**src/rtl/sramc_pkg.sv**
```systemverilog
// Shared types and defaults for the two-master SRAM arbiter.
// State encodings double as the arb_owner output encoding.
package sramc_pkg;

  localparam int unsigned DEF_ADDR_WIDTH = 14;
  localparam int unsigned DEF_DATA_WIDTH = 32;
  localparam int unsigned DEF_MAX_HOLD   = 16;

  localparam logic [1:0] OWNER_IDLE = 2'b00;
  localparam logic [1:0] OWNER_M0   = 2'b01;
  localparam logic [1:0] OWNER_M1   = 2'b10;

  typedef enum logic [1:0] {
    IDLE = OWNER_IDLE,
    OWN0 = OWNER_M0,
    OWN1 = OWNER_M1
  } arb_state_e;

endpackage

```
**src/rtl/sramc_arb_if.sv**
```systemverilog
// Bus bundle between the two requesters, the arbiter and the SRAM macro.
// slave = arbiter view, master = requester/array view.
interface sramc_arb_if
  import sramc_pkg::*;
#(
  parameter int unsigned ADDR_WIDTH = DEF_ADDR_WIDTH,
  parameter int unsigned DATA_WIDTH = DEF_DATA_WIDTH
);
  localparam int unsigned BE_W = DATA_WIDTH / 8;

  logic                  m0_req,    m1_req;
  logic                  m0_lock,   m1_lock;
  logic                  m0_we,     m1_we;
  logic [ADDR_WIDTH-1:0] m0_addr,   m1_addr;
  logic [DATA_WIDTH-1:0] m0_wdata,  m1_wdata;
  logic [BE_W-1:0]       m0_be,     m1_be;
  logic                  m0_gnt,    m1_gnt;
  logic [DATA_WIDTH-1:0] m0_rdata,  m1_rdata;
  logic                  m0_rvalid, m1_rvalid;

  logic [BE_W-1:0]       sram_csn;
  logic                  sram_wen;
  logic [ADDR_WIDTH-1:0] sram_addr;
  logic [DATA_WIDTH-1:0] sram_wdata;
  logic [DATA_WIDTH-1:0] sram_rdata;
  logic [1:0]            arb_owner;

  modport slave (
    input  m0_req, m0_lock, m0_we, m0_addr, m0_wdata, m0_be,
    input  m1_req, m1_lock, m1_we, m1_addr, m1_wdata, m1_be,
    output m0_gnt, m0_rdata, m0_rvalid, m1_gnt, m1_rdata, m1_rvalid,
    output sram_csn, sram_wen, sram_addr, sram_wdata, arb_owner,
    input  sram_rdata
  );

  modport master (
    output m0_req, m0_lock, m0_we, m0_addr, m0_wdata, m0_be,
    output m1_req, m1_lock, m1_we, m1_addr, m1_wdata, m1_be,
    input  m0_gnt, m0_rdata, m0_rvalid, m1_gnt, m1_rdata, m1_rvalid,
    input  sram_csn, sram_wen, sram_addr, sram_wdata, arb_owner,
    output sram_rdata
  );

endinterface

```
**src/rtl/sramc_arb_pick.sv**
```systemverilog
// Two-way picker: a forced target wins if it requests, a lone request wins,
// and a tie goes to m1 when ptr is set, otherwise to m0.
module sramc_arb_pick (
  input  logic [1:0] req,
  input  logic       ptr,
  input  logic [1:0] force_sel,
  output logic [1:0] sel
);

  always_comb begin
    // NOTE: every always_comb output gets a default first so no path can infer a latch.
    sel = 2'b00;
    if ((force_sel & req) != 2'b00) begin
      sel = force_sel & req;
    end else if (req == 2'b11) begin
      sel = ptr ? 2'b10 : 2'b01;
    end else begin
      sel = req;
    end
  end

endmodule

```
**src/rtl/sramc_arb.sv**
```systemverilog
// Two-master single-port SRAM arbiter with lock bursts and a MAX_HOLD fairness limit.
// Define SRAMC_ARB_RR_EN for round-robin tie breaking; default is fixed m0 priority.
module sramc_arb
  import sramc_pkg::*;
#(
  parameter int unsigned ADDR_WIDTH = DEF_ADDR_WIDTH,
  parameter int unsigned DATA_WIDTH = DEF_DATA_WIDTH,
  parameter int unsigned MAX_HOLD   = DEF_MAX_HOLD
) (
  input  logic       hclk,
  input  logic       hresetn,
  sramc_arb_if.slave bus
);

  localparam int unsigned BE_W  = DATA_WIDTH / 8;
  localparam int unsigned CNT_W = (MAX_HOLD > 1) ? $clog2(MAX_HOLD) : 1;
  localparam logic [CNT_W-1:0] HOLD_LAST = CNT_W'(MAX_HOLD - 1);

  arb_state_e            state, state_next;
  logic [CNT_W-1:0]      hold_cnt, hold_cnt_next;
  logic                  hold_sat;
  logic                  ptr;
  logic [1:0]            req, force_sel, sel_raw, sel;
  logic                  tag_valid, tag_port;
  logic [BE_W-1:0]       csn_mux;
  logic                  wen_mux;
  logic [ADDR_WIDTH-1:0] addr_mux;
  logic [DATA_WIDTH-1:0] wdata_mux;

  assign req      = {bus.m1_req, bus.m0_req};
  assign hold_sat = (hold_cnt == HOLD_LAST);

  // The owner keeps the array while it locks and is under the limit; at the
  // limit the other master is forced in if it is waiting.
  always_comb begin
    force_sel = 2'b00;
    case (state)
      OWN0: begin
        if (hold_sat)                        force_sel = 2'b10;
        else if (bus.m0_req && bus.m0_lock)  force_sel = 2'b01;
      end
      OWN1: begin
        if (hold_sat)                        force_sel = 2'b01;
        else if (bus.m1_req && bus.m1_lock)  force_sel = 2'b10;
      end
      default: force_sel = 2'b00;
    endcase
  end

  sramc_arb_pick u_pick (
    .req       (req),
    .ptr       (ptr),
    .force_sel (force_sel),
    .sel       (sel_raw)
  );

  // Grants are combinational, so they are masked while reset is held.
  assign sel = hresetn ? sel_raw : 2'b00;

  always_comb begin
    state_next    = IDLE;
    hold_cnt_next = '0;
    if (sel[0])      state_next = OWN0;
    else if (sel[1]) state_next = OWN1;
    if (state_next != IDLE && state_next == state) begin
      hold_cnt_next = hold_sat ? hold_cnt : hold_cnt + CNT_W'(1);
    end
  end

  always_ff @(posedge hclk or negedge hresetn) begin
    // NOTE: sequential state uses non-blocking assignments so every flop samples pre-edge values.
    if (!hresetn) begin
      state     <= IDLE;
      hold_cnt  <= '0;
      tag_valid <= 1'b0;
      tag_port  <= 1'b0;
    end else begin
      state     <= state_next;
      hold_cnt  <= hold_cnt_next;
      tag_valid <= (sel != 2'b00) && wen_mux;
      tag_port  <= sel[1];
    end
  end

`ifdef SRAMC_ARB_RR_EN
  always_ff @(posedge hclk or negedge hresetn) begin
    if (!hresetn) begin
      ptr <= 1'b0;
    end else if (state_next != IDLE && state_next != state) begin
      ptr <= ~ptr;
    end
  end
`else
  assign ptr = 1'b0;
`endif

  always_comb begin
    csn_mux   = '1;
    wen_mux   = 1'b1;
    addr_mux  = '0;
    wdata_mux = '0;
    if (sel[0]) begin
      csn_mux   = ~bus.m0_be;
      wen_mux   = ~bus.m0_we;
      addr_mux  = bus.m0_addr;
      wdata_mux = bus.m0_wdata;
    end else if (sel[1]) begin
      csn_mux   = ~bus.m1_be;
      wen_mux   = ~bus.m1_we;
      addr_mux  = bus.m1_addr;
      wdata_mux = bus.m1_wdata;
    end
  end

  assign bus.sram_csn   = csn_mux;
  assign bus.sram_wen   = wen_mux;
  assign bus.sram_addr  = addr_mux;
  assign bus.sram_wdata = wdata_mux;
  assign bus.arb_owner  = logic'(state[1]) ? OWNER_M1 : (state[0] ? OWNER_M0 : OWNER_IDLE);

  assign bus.m0_gnt    = sel[0];
  assign bus.m1_gnt    = sel[1];
  assign bus.m0_rvalid = tag_valid && !tag_port;
  assign bus.m1_rvalid = tag_valid && tag_port;
  assign bus.m0_rdata  = bus.m0_rvalid ? bus.sram_rdata : '0;
  assign bus.m1_rdata  = bus.m1_rvalid ? bus.sram_rdata : '0;

endmodule

```
**src/flat_wrapper.sv**
```systemverilog
// flat-port wrapper written by rule: the top's interface ports become plain ports
module sramc_arb_flat import sramc_pkg::*;
#(
  parameter int unsigned ADDR_WIDTH = DEF_ADDR_WIDTH,
  parameter int unsigned DATA_WIDTH = DEF_DATA_WIDTH,
  parameter int unsigned MAX_HOLD   = DEF_MAX_HOLD
)
  (hclk, hresetn, bus_m0_req, bus_m0_lock, bus_m0_we, bus_m0_addr, bus_m0_wdata, bus_m0_be, bus_m1_req, bus_m1_lock, bus_m1_we, bus_m1_addr, bus_m1_wdata, bus_m1_be, bus_m0_gnt, bus_m0_rdata, bus_m0_rvalid, bus_m1_gnt, bus_m1_rdata, bus_m1_rvalid, bus_sram_csn, bus_sram_wen, bus_sram_addr, bus_sram_wdata, bus_arb_owner, bus_sram_rdata);
  sramc_arb_if #(.ADDR_WIDTH(ADDR_WIDTH), .DATA_WIDTH(DATA_WIDTH)) bus_i ();
  input  logic hclk;
  input  logic hresetn;
  input wire logic [$bits(bus_i.m0_req)-1:0] bus_m0_req;
  input wire logic [$bits(bus_i.m0_lock)-1:0] bus_m0_lock;
  input wire logic [$bits(bus_i.m0_we)-1:0] bus_m0_we;
  input wire logic [$bits(bus_i.m0_addr)-1:0] bus_m0_addr;
  input wire logic [$bits(bus_i.m0_wdata)-1:0] bus_m0_wdata;
  input wire logic [$bits(bus_i.m0_be)-1:0] bus_m0_be;
  input wire logic [$bits(bus_i.m1_req)-1:0] bus_m1_req;
  input wire logic [$bits(bus_i.m1_lock)-1:0] bus_m1_lock;
  input wire logic [$bits(bus_i.m1_we)-1:0] bus_m1_we;
  input wire logic [$bits(bus_i.m1_addr)-1:0] bus_m1_addr;
  input wire logic [$bits(bus_i.m1_wdata)-1:0] bus_m1_wdata;
  input wire logic [$bits(bus_i.m1_be)-1:0] bus_m1_be;
  output wire logic [$bits(bus_i.m0_gnt)-1:0] bus_m0_gnt;
  output wire logic [$bits(bus_i.m0_rdata)-1:0] bus_m0_rdata;
  output wire logic [$bits(bus_i.m0_rvalid)-1:0] bus_m0_rvalid;
  output wire logic [$bits(bus_i.m1_gnt)-1:0] bus_m1_gnt;
  output wire logic [$bits(bus_i.m1_rdata)-1:0] bus_m1_rdata;
  output wire logic [$bits(bus_i.m1_rvalid)-1:0] bus_m1_rvalid;
  output wire logic [$bits(bus_i.sram_csn)-1:0] bus_sram_csn;
  output wire logic [$bits(bus_i.sram_wen)-1:0] bus_sram_wen;
  output wire logic [$bits(bus_i.sram_addr)-1:0] bus_sram_addr;
  output wire logic [$bits(bus_i.sram_wdata)-1:0] bus_sram_wdata;
  output wire logic [$bits(bus_i.arb_owner)-1:0] bus_arb_owner;
  input wire logic [$bits(bus_i.sram_rdata)-1:0] bus_sram_rdata;
  assign bus_i.m0_req = bus_m0_req;
  assign bus_i.m0_lock = bus_m0_lock;
  assign bus_i.m0_we = bus_m0_we;
  assign bus_i.m0_addr = bus_m0_addr;
  assign bus_i.m0_wdata = bus_m0_wdata;
  assign bus_i.m0_be = bus_m0_be;
  assign bus_i.m1_req = bus_m1_req;
  assign bus_i.m1_lock = bus_m1_lock;
  assign bus_i.m1_we = bus_m1_we;
  assign bus_i.m1_addr = bus_m1_addr;
  assign bus_i.m1_wdata = bus_m1_wdata;
  assign bus_i.m1_be = bus_m1_be;
  assign bus_m0_gnt = bus_i.m0_gnt;
  assign bus_m0_rdata = bus_i.m0_rdata;
  assign bus_m0_rvalid = bus_i.m0_rvalid;
  assign bus_m1_gnt = bus_i.m1_gnt;
  assign bus_m1_rdata = bus_i.m1_rdata;
  assign bus_m1_rvalid = bus_i.m1_rvalid;
  assign bus_sram_csn = bus_i.sram_csn;
  assign bus_sram_wen = bus_i.sram_wen;
  assign bus_sram_addr = bus_i.sram_addr;
  assign bus_sram_wdata = bus_i.sram_wdata;
  assign bus_arb_owner = bus_i.arb_owner;
  assign bus_i.sram_rdata = bus_sram_rdata;
  sramc_arb #(.ADDR_WIDTH(ADDR_WIDTH), .DATA_WIDTH(DATA_WIDTH), .MAX_HOLD(MAX_HOLD)) u_core (.hclk(hclk), .hresetn(hresetn), .bus(bus_i));
endmodule
```
**config.mk**
```make
export PLATFORM = sky130hd
export DESIGN_NAME = sramc_arb_flat
export DESIGN_NICKNAME = d
export VERILOG_FILES = /design/src/rtl/sramc_pkg.sv /design/src/rtl/sramc_arb_if.sv /design/src/rtl/sramc_arb_pick.sv /design/src/rtl/sramc_arb.sv /design/src/flat_wrapper.sv
export SDC_FILE = /design/constraint.sdc
export NUM_CORES = 1
export LEC_CHECK = 0
export ABC_AREA = 1
export BUFFER_PORTS_ARGS = -buffer_cell sky130_fd_sc_hd__clkbuf_2
export CAP_MARGIN = 10
export CELL_PAD_IN_SITES_DETAIL_PLACEMENT = 0
export CELL_PAD_IN_SITES_GLOBAL_PLACEMENT = 1
export CORE_UTILIZATION = 14
export DETAILED_ROUTE_END_ITERATION = 10
export GPL_ROUTABILITY_DRIVEN = 0
export PLACE_DENSITY_LB_ADDON = 0.1
export RECOVER_POWER = 100
export SYNTH_ARGS = -nofsm -noshare
export SYNTH_HDL_FRONTEND = slang
export SYNTH_SLANG_ARGS = --single-unit
```
**constraint.sdc**
```tcl
create_clock -name hclk -period 2.6 [get_ports hclk]
set_clock_uncertainty 0.1 [all_clocks]
set_input_delay 0.26 -clock hclk [delete_from_list [all_inputs] [get_ports hclk]]
set_output_delay 0.26 -clock hclk [all_outputs]
set_load 0.1 [all_outputs]
```
==> results of run 1 <==
cell type report:
class / instances / share of cell area [%]
tap: 140 / 3.37
multi-input combinational: 261 / 44.0
inverter: 49 / 3.68
timing repair buffer: 274 / 44.3
sequential: 8 / 3.85
clock buffer: 3 / 0.795
critical path, cell delays in order (launching register included):
cell                      delay (ps)
sky130_fd_sc_hd__dfrtp_1         410
sky130_fd_sc_hd__inv_2            90
sky130_fd_sc_hd__ha_4            200
sky130_fd_sc_hd__inv_1            90
sky130_fd_sc_hd__nand3_1         110
sky130_fd_sc_hd__nand3_2         130
sky130_fd_sc_hd__nand2_4          80
sky130_fd_sc_hd__inv_2            70
sky130_fd_sc_hd__buf_12          220
sky130_fd_sc_hd__nand2_1         190
sky130_fd_sc_hd__nand2_8         110
sky130_fd_sc_hd__buf_12          170
through the flow:
stage	instances	TNS (ps)	instance area [um^2]	hold WS, ps
after floorplan	336	-9240	2670	-136
after global placement	726	0	4920	38.7
after detailed placement	726	0	4920	38.9
after CTS	730	0	4970	236
after global routing	735	-1010	5190	281
final	735	0	5190	232
worst min-delay path by stage:
| stage | depth (start not counted) | end | slack [ps] |
|---|---|---|---|
| final | 4 | u_core.tag_valid | 230 |
| after CTS | 4 | u_core.tag_valid | 240 |
| after floorplan | 0 | u_core.hold_cnt[0] | -140 |
| after global placement | 1 | u_core.state[1] | 40 |
| after detailed placement | 1 | u_core.state[1] | 40 |
| after global routing | 4 | u_core.tag_valid | 280 |
per-layer routing:
layer  wire [um]  GRT usage [%]
met1        2980           13.2
met2        5280           30.1
met3         960           4.40
met4         119           3.03
met5           0              0
power breakdown:
group | internal [mW] | switching, mW
sequential | 0.129 | 0.00311
combinational | 0.407 | 0.918
clock | 0.101 | 0.0514
cells in the mapped netlist:
cell                       number  area (um^2)
sky130_fd_sc_hd__nand3_1        6         30.0
sky130_fd_sc_hd__inv_2          2         7.51
sky130_fd_sc_hd__buf_2          5         25.0
sky130_fd_sc_hd__nand3_4        1         17.5
sky130_fd_sc_hd__nor2_1        71          267
sky130_fd_sc_hd__ha_1           3         37.5
sky130_fd_sc_hd__nand3_2        1         10.0
sky130_fd_sc_hd__nor3_1         1         5.00
sky130_fd_sc_hd__inv_1         47          176
sky130_fd_sc_hd__xor2_1         1         8.76
sky130_fd_sc_hd__nand3b_1       1         7.51
sky130_fd_sc_hd__nand2_1      161          604
sky130_fd_sc_hd__clkbuf_1       7         26.3
sky130_fd_sc_hd__buf_4          2         15.0
sky130_fd_sc_hd__a21oi_4        1         16.3
sky130_fd_sc_hd__nand2_2        2         12.5
sky130_fd_sc_hd__a21oi_1        5         25.0
sky130_fd_sc_hd__buf_6          4         45.0
sky130_fd_sc_hd__o21ai_0        7         35.0
sky130_fd_sc_hd__dfrtp_1        8          200
sequential cells by signal, indices dropped and copies added, names as in the netlist:
signal	cells
u_core.hold_cnt	4
u_core.state	2
u_core.tag_port	1
u_core.tag_valid	1
cell families after synthesis:
kind of cell,after synthesis,share of synthesized area (%)
AND/OR/NAND/NOR,244,60.7
buffers and inverters,67,18.8
AO/OA/AOI/OAI,13,4.86
flip-flops,8,12.7
adder cells (fa/ha/maj),3,2.39
XOR/XNOR,1,0.557
repair_timing:
item / in CTS / in global routing
gates resized for setup: 0 / 49
hold buffers: 1 / 0
endpoints found under the hold margin: 8 / 0
endpoints found under the setup margin: 0 / 49
==> metrics, run 1 <==
result of the run completed; most common cell after layout, fill and taps aside sky130_fd_sc_hd__clkbuf_2; Critical Path Source Type flop; power per cell area 310 mW/mm^2; critical hold path startpoint bus_m1_we; per-cell routed wire length 12.7 um; maximum number of buffers from clock root to sink 2; Post-Synthesis Net Count 479; most used cells in the layout excluding fill and tap cells sky130_fd_sc_hd__clkbuf_2, sky130_fd_sc_hd__nand2_1, sky130_fd_sc_hd__buf_12; critical path required time 2240 ps; Worst setup startpoint u_core.state[1]; number of primary I/O pins 261; gr usage total 14.4%; gate count of the mapped netlist 336; Final Core Density 47.7%; area enclosed by the die boundary 0.0117 mm^2; total area of multi-input combinational cells 0.00228 mm^2; maxcap violations 0; violation count after the first detailed-routing iteration 112; endpoint of the worst setup timing path bus_sram_wdata[19]; fin. max-slew vios 0; initial antenna violation count 0; total standard cell area after synthesis 0.00157 mm^2; time the worst path needs with I/O delays and setup 2490 ps; worst relative slew slack 20.7%; post-placement setup slack 252 ps; PortBufs 260; # nets final 740; worst hold path type in2reg; Layout area overhead 231%; arrival time of the worst setup path 2130 ps; P_leak 2.64 nW; worst setup slack for register-to-register paths 640 ps; Clock Tree Root sky130_fd_sc_hd__clkbuf_8; Ys Warns 0; final hold violations 0; clock-pin slew reported for the worst setup and hold paths after clock tree synthesis 40 ps; TritonCTS clock tree done; largest net degree at the start of global routing 50; total number of placement rows 38; post-DR vias/cell 4.06; fraction of layout instances using a drive strength above 1 70.6%; average footprint of a synthesized cell 4.68 um^2; number of synthesized register bits 8; vias in the first global route 2,812; core footprint 0.0109 mm^2; clock latency reported for the late side of the worst-skew pair 230 ps; aggregate global routing overflow 0; number of sinks handled by clock tree synthesis 8; starting utilization of the core area 14.4%; die boundary width 108 um; routed vias 2,984; final setup violating endpoints 0; filler cell count 1,101; share of the clock period used by the worst path 95.9%; antenna-violating nets left 0; type of destination of the critical path output port; reg-to-reg critical path startpoint u_core.state[0]; depth of the worst register-to-register path 11; post-CTS setup buffers 0; power after layout 1.61 mW; Die Ht 108 um; Max Clock Freq 0.401 GHz; critical register-to-register path endpoint u_core.hold_cnt[1]; total wire length after detailed routing 9350 um; part of the Yosys area used for sequential elements 12.7%; slew at the pin closest to its max-slew limit 1190 ps; setup slack after layout 107 ps; number of buffers inserted during clock tree synthesis 3; maximum resistive drop on vdd 146 uV; First-pass DRT Iterations 4; number of distinct library cells after synthesis 20; post-detailed-placement half-perimeter wirelength 7960 um; class of the most critical setup path reg2out; Max H-tree Level 1; sequential cell area 200 um^2; diode count 0; wire length of the first global-routing pass 13,200 um; Post-route DRC 0; largest driver fanout on the critical path 49
Power figures use the tool's default switching activity.
==> inputs of run 2 (changes only) <==
--- a/config.mk
+++ b/config.mk
@@ -10,11 +10,12 @@
 export CAP_MARGIN = 10
 export CELL_PAD_IN_SITES_DETAIL_PLACEMENT = 0
 export CELL_PAD_IN_SITES_GLOBAL_PLACEMENT = 1
-export CORE_UTILIZATION = 14
+export CORE_UTILIZATION = 15
 export DETAILED_ROUTE_END_ITERATION = 10
 export GPL_ROUTABILITY_DRIVEN = 0
 export PLACE_DENSITY_LB_ADDON = 0.1
 export RECOVER_POWER = 100
 export SYNTH_ARGS = -nofsm -noshare
 export SYNTH_HDL_FRONTEND = slang
+export SYNTH_HIERARCHICAL = 1
 export SYNTH_SLANG_ARGS = --single-unit
==> constraint.sdc (replaced) <==
create_clock -name hclk -period 2.35 [get_ports hclk]
set_clock_uncertainty 0.1 [all_clocks]
set_input_delay 0.235 -clock hclk [delete_from_list [all_inputs] [get_ports hclk]]
set_output_delay 0.235 -clock hclk [all_outputs]
set_load 0.1 [all_outputs]
==> run 2 against run 1 <==
The run now ends with setup timing left. Sequential share of layout area is 0.34 points lower. Cell count rose by 2.3%. Largest power group unchanged. Critical endpoint is now bus_sram_wdata[20]. Flip-flop and latch count did not move. Routed wire length grew 4.8%. Core utilization rose by 8.2 points. Die area down 5.2%. Combinational power increased by 36%.
==> metrics, run 2 <==
result of the run finished with violations (was completed); violations in the final reports setup timing; power per cell area 364 mW/mm^2 (was 310 mW/mm^2); Crit path max-delay family simple AND/OR/NAND/NOR gates (was buffers and inverters); CP Cell Sequence buf_12, ha_4, nor2_2, nor2_2, nand2_1, nand3_1, nand2_1, nand2_2, nor2_4, buf_12, clkbuf_16, buf_8, nand2_1, nand2_4, buf_12 (was inv_2, ha_4, inv_1, nand3_1, nand3_2, nand2_4, inv_2, buf_12, nand2_1, nand2_8, buf_12); cell area after placement 0.00491 mm^2 (was 0.00492 mm^2); PortBufs 260 (unchanged); First-pass DRT Iterations 4 (unchanged); fin. max-slew vios 0 (unchanged); worst hold path type in2reg (unchanged); final setup violating endpoints 50 (was 0); max FFs per register 4 (unchanged); gr usage total 16.1% (was 14.4%); number of flops mapped to enable cells by yosys 0 (unchanged); post-placement setup slack -20.2 ps (was 252 ps); final hold violations 0 (unchanged); largest net degree at the start of global routing 34 (was 50); Max Clock Freq 0.382 GHz; wire length of the first global-routing pass 14,300 um (was 13,200 um); initial antenna violation count 0 (unchanged); Post-Place Cells 727 (was 726); largest driver fanout on the critical path 6 (was 49); number of synthesized register bits 8 (unchanged); buffer and inverter count on the worst path 5 (unchanged); most used cells in the layout excluding fill and tap cells sky130_fd_sc_hd__clkbuf_2, sky130_fd_sc_hd__buf_12, sky130_fd_sc_hd__nand2_4, sky130_fd_sc_hd__nand2_1, sky130_fd_sc_hd__inv_1 (was sky130_fd_sc_hd__clkbuf_2, sky130_fd_sc_hd__nand2_1, sky130_fd_sc_hd__buf_12); violation count after the first detailed-routing iteration 85 (was 112); Critical Path Source Type flop (unchanged); most common cell after layout, fill and taps aside sky130_fd_sc_hd__clkbuf_2 (unchanged); arrival time of the worst setup path 2290 ps (was 2130 ps); Post-route DRC 0 (unchanged); Post-Synthesis Net Count 480 (was 479); maxcap violations 0 (unchanged); Clock Tree Root sky130_fd_sc_hd__clkbuf_8 (unchanged); post-detailed-placement half-perimeter wirelength 7910 um (was 7960 um); TritonCTS clock tree done (unchanged); cell type contributing the most total cell area after synthesis sky130_fd_sc_hd__nand2_1 (unchanged); part of the Yosys area used for sequential elements 12.6% (was 12.7%); Die Ht 105 um (was 108 um); routed vias 3,019 (was 2,984); share of the clock period used by the worst path 112%; commonest cells in the synthesized netlist sky130_fd_sc_hd__nand2_1, sky130_fd_sc_hd__nor2_1, sky130_fd_sc_hd__inv_1 (unchanged); fraction of layout instances using a drive strength above 1 75.8% (was 70.6%); starting utilization of the core area 15.4% (was 14.4%); type of destination of the critical path output port (unchanged); setup repair after global routing missed its margin true; vias in the first global route 2,942 (was 2,812); diode count 0 (unchanged); P_leak 2.98 nW (was 2.64 nW); slew at the pin closest to its max-slew limit 1180 ps (was 1190 ps); Synth async-reset ratio 100% (unchanged); most frequently used flop master after synthesis sky130_fd_sc_hd__dfrtp_1 (unchanged); antenna-violating nets left 0 (unchanged); Layout area overhead 262% (was 231%); total area of multi-input combinational cells 0.00231 mm^2 (was 0.00228 mm^2); average footprint of a synthesized cell 4.73 um^2 (was 4.68 um^2); time the worst path needs with I/O delays and setup 2620 ps; final standard cell area without fillers 0.00577 mm^2 (was 0.00519 mm^2); number of sinks handled by clock tree synthesis 8 (unchanged); area enclosed by the die boundary 0.0110 mm^2 (was 0.0117 mm^2); total standard cell area after synthesis 0.00159 mm^2 (was 0.00157 mm^2); sequential cell area 203 um^2 (was 200 um^2); CP max stage cell sky130_fd_sc_hd__dfrtp_2 (was sky130_fd_sc_hd__dfrtp_1); Ys Warns 6 (was 0); core footprint 0.0103 mm^2 (was 0.0109 mm^2); number of buffers inserted during clock tree synthesis 3 (unchanged); Max H-tree Level 1 (unchanged); post-DR vias/cell 4.01 (was 4.06); share of the synthesized area in the top cell type 36.7% (was 38.5%); count leader, synth sky130_fd_sc_hd__nand2_1 (unchanged); worst slack on hold paths 202 ps (was 232 ps); largest registers in the final layout u_core/hold_cnt x4, u_core/state x2 (was u_core.hold_cnt x4, u_core.state x2); number of distinct library cells after synthesis 21 (was 20); per-cell routed wire length 13.0 um (was 12.7 um); Max stage delay on crit path 420 ps (was 410 ps); Final Core Density 55.9% (was 47.7%); clock latency reported for the late side of the worst-skew pair 230 ps (about the same); setup slack after layout -271 ps (was 107 ps); total wire length after detailed routing 9800 um (was 9350 um); power after layout 2.10 mW (was 1.61 mW); die boundary width 105 um (was 108 um); sum of negative setup slack -9990 ps (was 0 ps); maximum number of buffers from clock root to sink 2 (unchanged); worst relative slew slack 21.6% (was 20.7%); # nets final 761 (was 740); gate count of the mapped netlist 337 (was 336); critical path required time 2020 ps (was 2240 ps); cells taking the most area after synthesis sky130_fd_sc_hd__nand2_1, sky130_fd_sc_hd__nor2_1, sky130_fd_sc_hd__dfrtp_1, sky130_fd_sc_hd__inv_1, sky130_fd_sc_hd__nand2_2 (was sky130_fd_sc_hd__nand2_1, sky130_fd_sc_hd__nor2_1, sky130_fd_sc_hd__dfrtp_1, sky130_fd_sc_hd__inv_1, sky130_fd_sc_hd__buf_6); filler cell count 953 (was 1,101); maximum resistive drop on vdd 207 uV (was 146 uV); aggregate global routing overflow 0 (unchanged); total number of placement rows 37 (was 38); most flop-heavy register u_core/hold_cnt (was u_core.hold_cnt); Final Instance Count excl. Fillers 752 (was 735); clock-pin slew reported for the worst setup and hold paths after clock tree synthesis 40 ps (about the same); class of the most critical setup path reg2out (unchanged); number of primary I/O pins 261 (unchanged)
[run 2: worst paths after layout]
kind | from | end | slack [ps] | cells after the start
setup / recovery | u_core/state[1] | bus_sram_wdata[20] | -270 | 15
hold / removal | bus_m0_we | u_core/tag_valid | 200 | 3
setup reg to reg | u_core/state[1] | u_core/hold_cnt[0] | 50 | 19
hold reg to reg | u_core/state[0] | u_core/hold_cnt[2] | 530 | 3
max in group asynchronous | hresetn | u_core/state[1] | 1420 | 2
min in group asynchronous | hresetn | u_core/tag_valid | 440 | 2
[run 2: layout make-up]
cell class,instances,area share [%]
multi-input combinational,264,40.1
clock buffer,3,0.715
inverter,48,3.34
timing repair buffer,293,49.4
tap,136,2.95
sequential,8,3.51
[run 2: worst min-delay path, cell delays in order]
cell                       delay (ps)
sky130_fd_sc_hd__clkbuf_2          80
sky130_fd_sc_hd__or2_4            110
sky130_fd_sc_hd__a21oi_1           60
[run 2: cells by family (layout without fill, tap and decap cells)]
family	after synthesis	in the layout	synth area share, %
and+or+nand+nor	251	251	62.3
buffers and inverters	65	344	19.1
AOI/OAI and AO/OA	9	9	3.45
DFF	8	8	12.6
adders and majority gates	3	3	2.36
other	1	1	0.235
[run 2: routing by layer]
metal / wire [um] / track usage, %
met5: 0 / 0
met3: 1020 / 5.99
met1: 3170 / 15.7
met2: 5540 / 32.3
met4: 70 / 2.52
[run 2: where the power goes]
group / switching, mW / total (mW) / internal [mW]
combinational: 1.22 / 1.79 / 0.570
clock: 0.0553 / 0.166 / 0.111
sequential: 0.00541 / 0.149 / 0.144
total: 1.28 / 2.10 / 0.825
[run 2: repair_timing]
| item | in CTS | in global routing |
|---|---|---|
| endpoints found under the setup margin | 52 | 52 |
| cloned | 2 | 6 |
| hold buffers | 1 | 0 |
| setup buffers | 2 | 11 |
| hold endpoints to repair | 8 | 0 |
| pin swaps | 1 | 21 |
| gates resized for setup | 25 | 100 |
==> inputs of run 3 (changes only) <==
--- a/config.mk
+++ b/config.mk
@@ -5,7 +5,6 @@
 export SDC_FILE = /design/constraint.sdc
 export NUM_CORES = 1
 export LEC_CHECK = 0
-export ABC_AREA = 1
 export BUFFER_PORTS_ARGS = -buffer_cell sky130_fd_sc_hd__clkbuf_2
 export CAP_MARGIN = 10
 export CELL_PAD_IN_SITES_DETAIL_PLACEMENT = 0
@@ -15,6 +14,7 @@
 export GPL_ROUTABILITY_DRIVEN = 0
 export PLACE_DENSITY_LB_ADDON = 0.1
 export RECOVER_POWER = 100
+export SKIP_LAST_GASP = 1
 export SYNTH_ARGS = -nofsm -noshare
 export SYNTH_HDL_FRONTEND = slang
 export SYNTH_HIERARCHICAL = 1
==> run 3 against run 2 <==
The flow still finishes with violations (setup timing). Clock-buffer cell count stayed put. Power shrank 19%. Synthesized cell count down 45%. Die area shrank 8.2%. Sequential power hardly changed. Critical endpoint is now bus_sram_wdata[16].
==> metrics, run 3 <==
worst slack on hold paths 268 ps (was 202 ps); final standard cell area without fillers 0.00505 mm^2 (was 0.00577 mm^2); worst setup slack for register-to-register paths 170 ps (was 50 ps); Max Clock Freq 0.373 GHz (was 0.382 GHz); clock latency reported for the late side of the worst-skew pair 230 ps (about the same); Final Instance Count excl. Fillers 595 (was 752); number of synthesized register bits 8 (unchanged); Ys Warns 6 (unchanged); internal power consumption 0.796 mW (was 0.825 mW); most common cell after layout, fill and taps aside sky130_fd_sc_hd__clkbuf_2 (unchanged); class of the most critical setup path reg2out (unchanged); P_leak 2.65 nW (was 2.98 nW); starting utilization of the core area 15.7% (was 15.4%); met2 track demand over resource in global routing 37.9% (was 32.3%); worst hold path type in2async (was in2reg); largest family of logic cells by synthesized area simple AND/OR/NAND/NOR gates (unchanged); setup repair after global routing missed its margin true (unchanged); net switching power figure 0.915 mW (was 1.28 mW); vias in the first global route 2,618 (was 2,942); per-cell routed wire length 16.6 um (was 13.0 um); share of the synthesized area in the top cell type 27.6% (was 36.7%); time the worst path needs with I/O delays and setup 2680 ps (was 2620 ps); gate count of the mapped netlist 187 (was 337); die boundary width 101 um (was 105 um); part of the Yosys area used for sequential elements 13.7% (was 12.6%); area fraction in compound gates after synthesis 33.1% (was 3.45%); maximum number of buffers from clock root to sink 2 (unchanged); post-DR vias/cell 4.37 (was 4.01); initial antenna violation count 0 (unchanged); number of primary I/O pins 261 (unchanged); basic-gate share of the synthesized area counting and, or, nand and nor cells 38.1% (was 62.3%); PortBufs 260 (unchanged); Post-route DRC 0 (unchanged); Post-Place Cells 583 (was 727); result of the run finished with violations (unchanged); core footprint 0.00933 mm^2 (was 0.0103 mm^2); met3 Track Usage GR 2.70% (was 5.99%); largest registers in the final layout u_core/hold_cnt x4, u_core/state x2 (unchanged); wire length of the first global-routing pass 14,200 um (was 14,300 um); total wire length after detailed routing 9850 um (was 9800 um); largest driver fanout on the critical path 23 (was 6); cells taking the most area after synthesis sky130_fd_sc_hd__a22o_1, sky130_fd_sc_hd__and2_1, sky130_fd_sc_hd__and3_1, sky130_fd_sc_hd__dfrtp_1, sky130_fd_sc_hd__buf_4 (was sky130_fd_sc_hd__nand2_1, sky130_fd_sc_hd__nor2_1, sky130_fd_sc_hd__dfrtp_1, sky130_fd_sc_hd__inv_1, sky130_fd_sc_hd__nand2_2); routed vias 2,603 (was 3,019); slew at the pin closest to its max-slew limit 1180 ps (about the same); Layout area overhead 246% (was 262%); most flop-heavy register u_core/hold_cnt (unchanged); count leader, synth sky130_fd_sc_hd__a22o_1 (was sky130_fd_sc_hd__nand2_1); power after layout 1.71 mW (was 2.10 mW); CP Cell Sequence ha_4, nand3_2, nand4_1, a21oi_2, nor2_1, o31a_1, and2_4, buf_12, a22o_4, buf_12 (was buf_12, ha_4, nor2_2, nor2_2, nand2_1, nand3_1, nand2_1, nand2_2, nor2_4, buf_12, clkbuf_16, buf_8, nand2_1, nand2_4, buf_12); sequential power share 8.8% (was 7.1%); maximum resistive drop on vdd 181 uV (was 207 uV); average footprint of a synthesized cell 7.81 um^2 (was 4.73 um^2); most frequently used flop master after synthesis sky130_fd_sc_hd__dfrtp_1 (unchanged); final hold violations 0 (unchanged); worst relative slew slack 22.0% (was 21.6%); mux share of post-synthesis cell area 0.685% (was 0%); violations in the final reports setup timing (unchanged); violation count after the first detailed-routing iteration 45 (was 85); clock share of power 9.8% (was 7.9%); final setup violating endpoints 52 (was 50); max FFs per register 4 (unchanged); maxcap violations 0 (unchanged); Max stage delay on crit path 400 ps (was 420 ps); total number of placement rows 35 (was 37); share of the synthesized netlist area taken by xor and xnor gates 0.599% (was 0%); post-detailed-placement half-perimeter wirelength 8640 um (was 7910 um); # nets final 611 (was 761); most used cells in the layout excluding fill and tap cells sky130_fd_sc_hd__clkbuf_2, sky130_fd_sc_hd__buf_12, sky130_fd_sc_hd__a22o_4 (was sky130_fd_sc_hd__clkbuf_2, sky130_fd_sc_hd__buf_12, sky130_fd_sc_hd__nand2_4, sky130_fd_sc_hd__nand2_1, sky130_fd_sc_hd__inv_1); power per cell area 339 mW/mm^2 (was 364 mW/mm^2); TritonCTS clock tree done (unchanged); commonest cells in the synthesized netlist sky130_fd_sc_hd__a22o_1, sky130_fd_sc_hd__and2_1, sky130_fd_sc_hd__and3_1 (was sky130_fd_sc_hd__nand2_1, sky130_fd_sc_hd__nor2_1, sky130_fd_sc_hd__inv_1); switching part of the total power 53.5% (was 60.7%); arrival time of the worst setup path 2350 ps (was 2290 ps); most utilized layer in the global route result met2 (unchanged); Synth async-reset ratio 100% (unchanged); fin. max-slew vios 0 (unchanged); number of distinct library cells after synthesis 33 (was 21); diode count 0 (unchanged); total standard cell area after synthesis 0.00146 mm^2 (was 0.00159 mm^2); Critical Path Source Type flop (unchanged); number of buffers inserted during clock tree synthesis 3 (unchanged); First-pass DRT Iterations 4 (unchanged); Max H-tree Level 1 (unchanged); cell area after placement 0.00483 mm^2 (was 0.00491 mm^2); clock-pin slew reported for the worst setup and hold paths after clock tree synthesis 40 ps (about the same); Die Ht 101 um (was 105 um); setup slack after layout -334 ps (was -271 ps); area enclosed by the die boundary 0.0101 mm^2 (was 0.0110 mm^2); gr usage total 18.0% (was 16.1%); aggregate global routing overflow 0 (unchanged); type of destination of the critical path output port (unchanged); fraction of layout instances using a drive strength above 1 77.9% (was 75.8%); met1 global-route usage 18.0% (was 15.7%); share of the clock period used by the worst path 114% (was 112%); number of flops mapped to enable cells by yosys 0 (unchanged); synthesized-area fraction occupied by adder cells 2.57% (was 2.35%); largest net degree at the start of global routing 26 (was 34); cell type contributing the most total cell area after synthesis sky130_fd_sc_hd__a22o_1 (was sky130_fd_sc_hd__nand2_1); portion of total power attributed to combinational logic 81.5% (was 85.0%); depth of the worst register-to-register path 10 (was 19); Clock Tree Root sky130_fd_sc_hd__clkbuf_8 (unchanged); most numerous cell on the critical path sky130_fd_sc_hd__buf_12; critical path required time 2020 ps (about the same); antenna-violating nets left 0 (unchanged); CP max stage cell sky130_fd_sc_hd__dfrtp_1 (was sky130_fd_sc_hd__dfrtp_2); number of sinks handled by clock tree synthesis 8 (unchanged)
run 3: cell count changes after synthesis, moves of 3 or more:
cell / previous run / this run
sky130_fd_sc_hd__and2_1: 0 / 34
sky130_fd_sc_hd__nand2_2: 12 / 0
sky130_fd_sc_hd__buf_2: 8 / 2
sky130_fd_sc_hd__inv_1: 47 / 4
sky130_fd_sc_hd__buf_4: 1 / 7
sky130_fd_sc_hd__nand4_1: 1 / 4
sky130_fd_sc_hd__nand3_1: 7 / 2
sky130_fd_sc_hd__nand2_1: 156 / 1
sky130_fd_sc_hd__a22o_1: 0 / 46
sky130_fd_sc_hd__and3_1: 0 / 32
sky130_fd_sc_hd__clkbuf_1: 3 / 8
sky130_fd_sc_hd__nor2_1: 73 / 5
run 3: cell families after synthesis:
family          count (synthesis)
flops                           8
fa+ha+maj                       3
compound gates                 58
mux                             1
xor+xnor                        1
simple gates                   89
other cells                     1
buf+inv                        26
run 3: layout make-up:
| cell class | instances | area [um^2] |
|---|---|---|
| Clock buffer | 3 | 41.3 |
| Fill cell | 866 | 4280 |
| Inverter | 4 | 15.0 |
| Multi-Input combinational cell | 154 | 1610 |
| Sequential cell | 8 | 200 |
| Tap cell | 129 | 161 |
| Timing Repair Buffer | 297 | 3030 |
run 3: power by group through the flow:
stage          logic [mW]  clock network, mW  registers, mW
2_1_floorplan       0.832                  0          0.149
3_3_place_gp         1.36                  0          0.152
3_5_place_dp         1.37                  0          0.153
4_1_cts              1.38              0.176          0.150
5_1_grt              1.44              0.183          0.151
6_report             1.39              0.167          0.150
run 3: final timing paths:
check / startpoint / to
worst max register to register: u_core/hold_cnt[0] / u_core/hold_cnt[2]
min in group hclk: bus_m1_we / u_core/tag_valid
worst min-delay path: hresetn / u_core/tag_valid
worst max-delay path: u_core/hold_cnt[0] / bus_sram_wdata[16]
worst min register to register: u_core/hold_cnt[0] / u_core/hold_cnt[1]
max in group asynchronous: hresetn / u_core/hold_cnt[1]
run 3: routing by layer:
metal | part of all wire [%] | vias up | routed length (um)
li1 | - | 1265 | -
met1 | 34 | 1212 | 3310
met2 | 58 | 116 | 5730
met3 | 6.6 | 10 | 648
met4 | 1.7 | 0 | 172
met5 | 0 | - | 0
run 3: per-stage QoR:
stage	TNS (ps)	utilization [%]	worst slack, ps
after floorplan	-24600	-	-598
after global placement	-7270	51.8	-161
after global routing	-23650	54.1	-477
after CTS	-14380	52.9	-308
final	-15670	54.1	-334
after detailed placement	-7900	51.8	-180
run 3: repair_timing:
action                     CTS  global route
hold buffers                 1             0
hold endpoints to repair     8             0
gates cloned                 0             2
buffers inserted             4             3
resized for setup            4             9
setup endpoints to repair   52            56
pin swaps                    1             7
run 3: critical path, delay by kind of cell, from the launching register on:
family	cells	cell delay (ps)
simple gates	4	430
buf+inv	2	340
fa+ha+maj	1	180
flops	1	400
compound gates	3	740
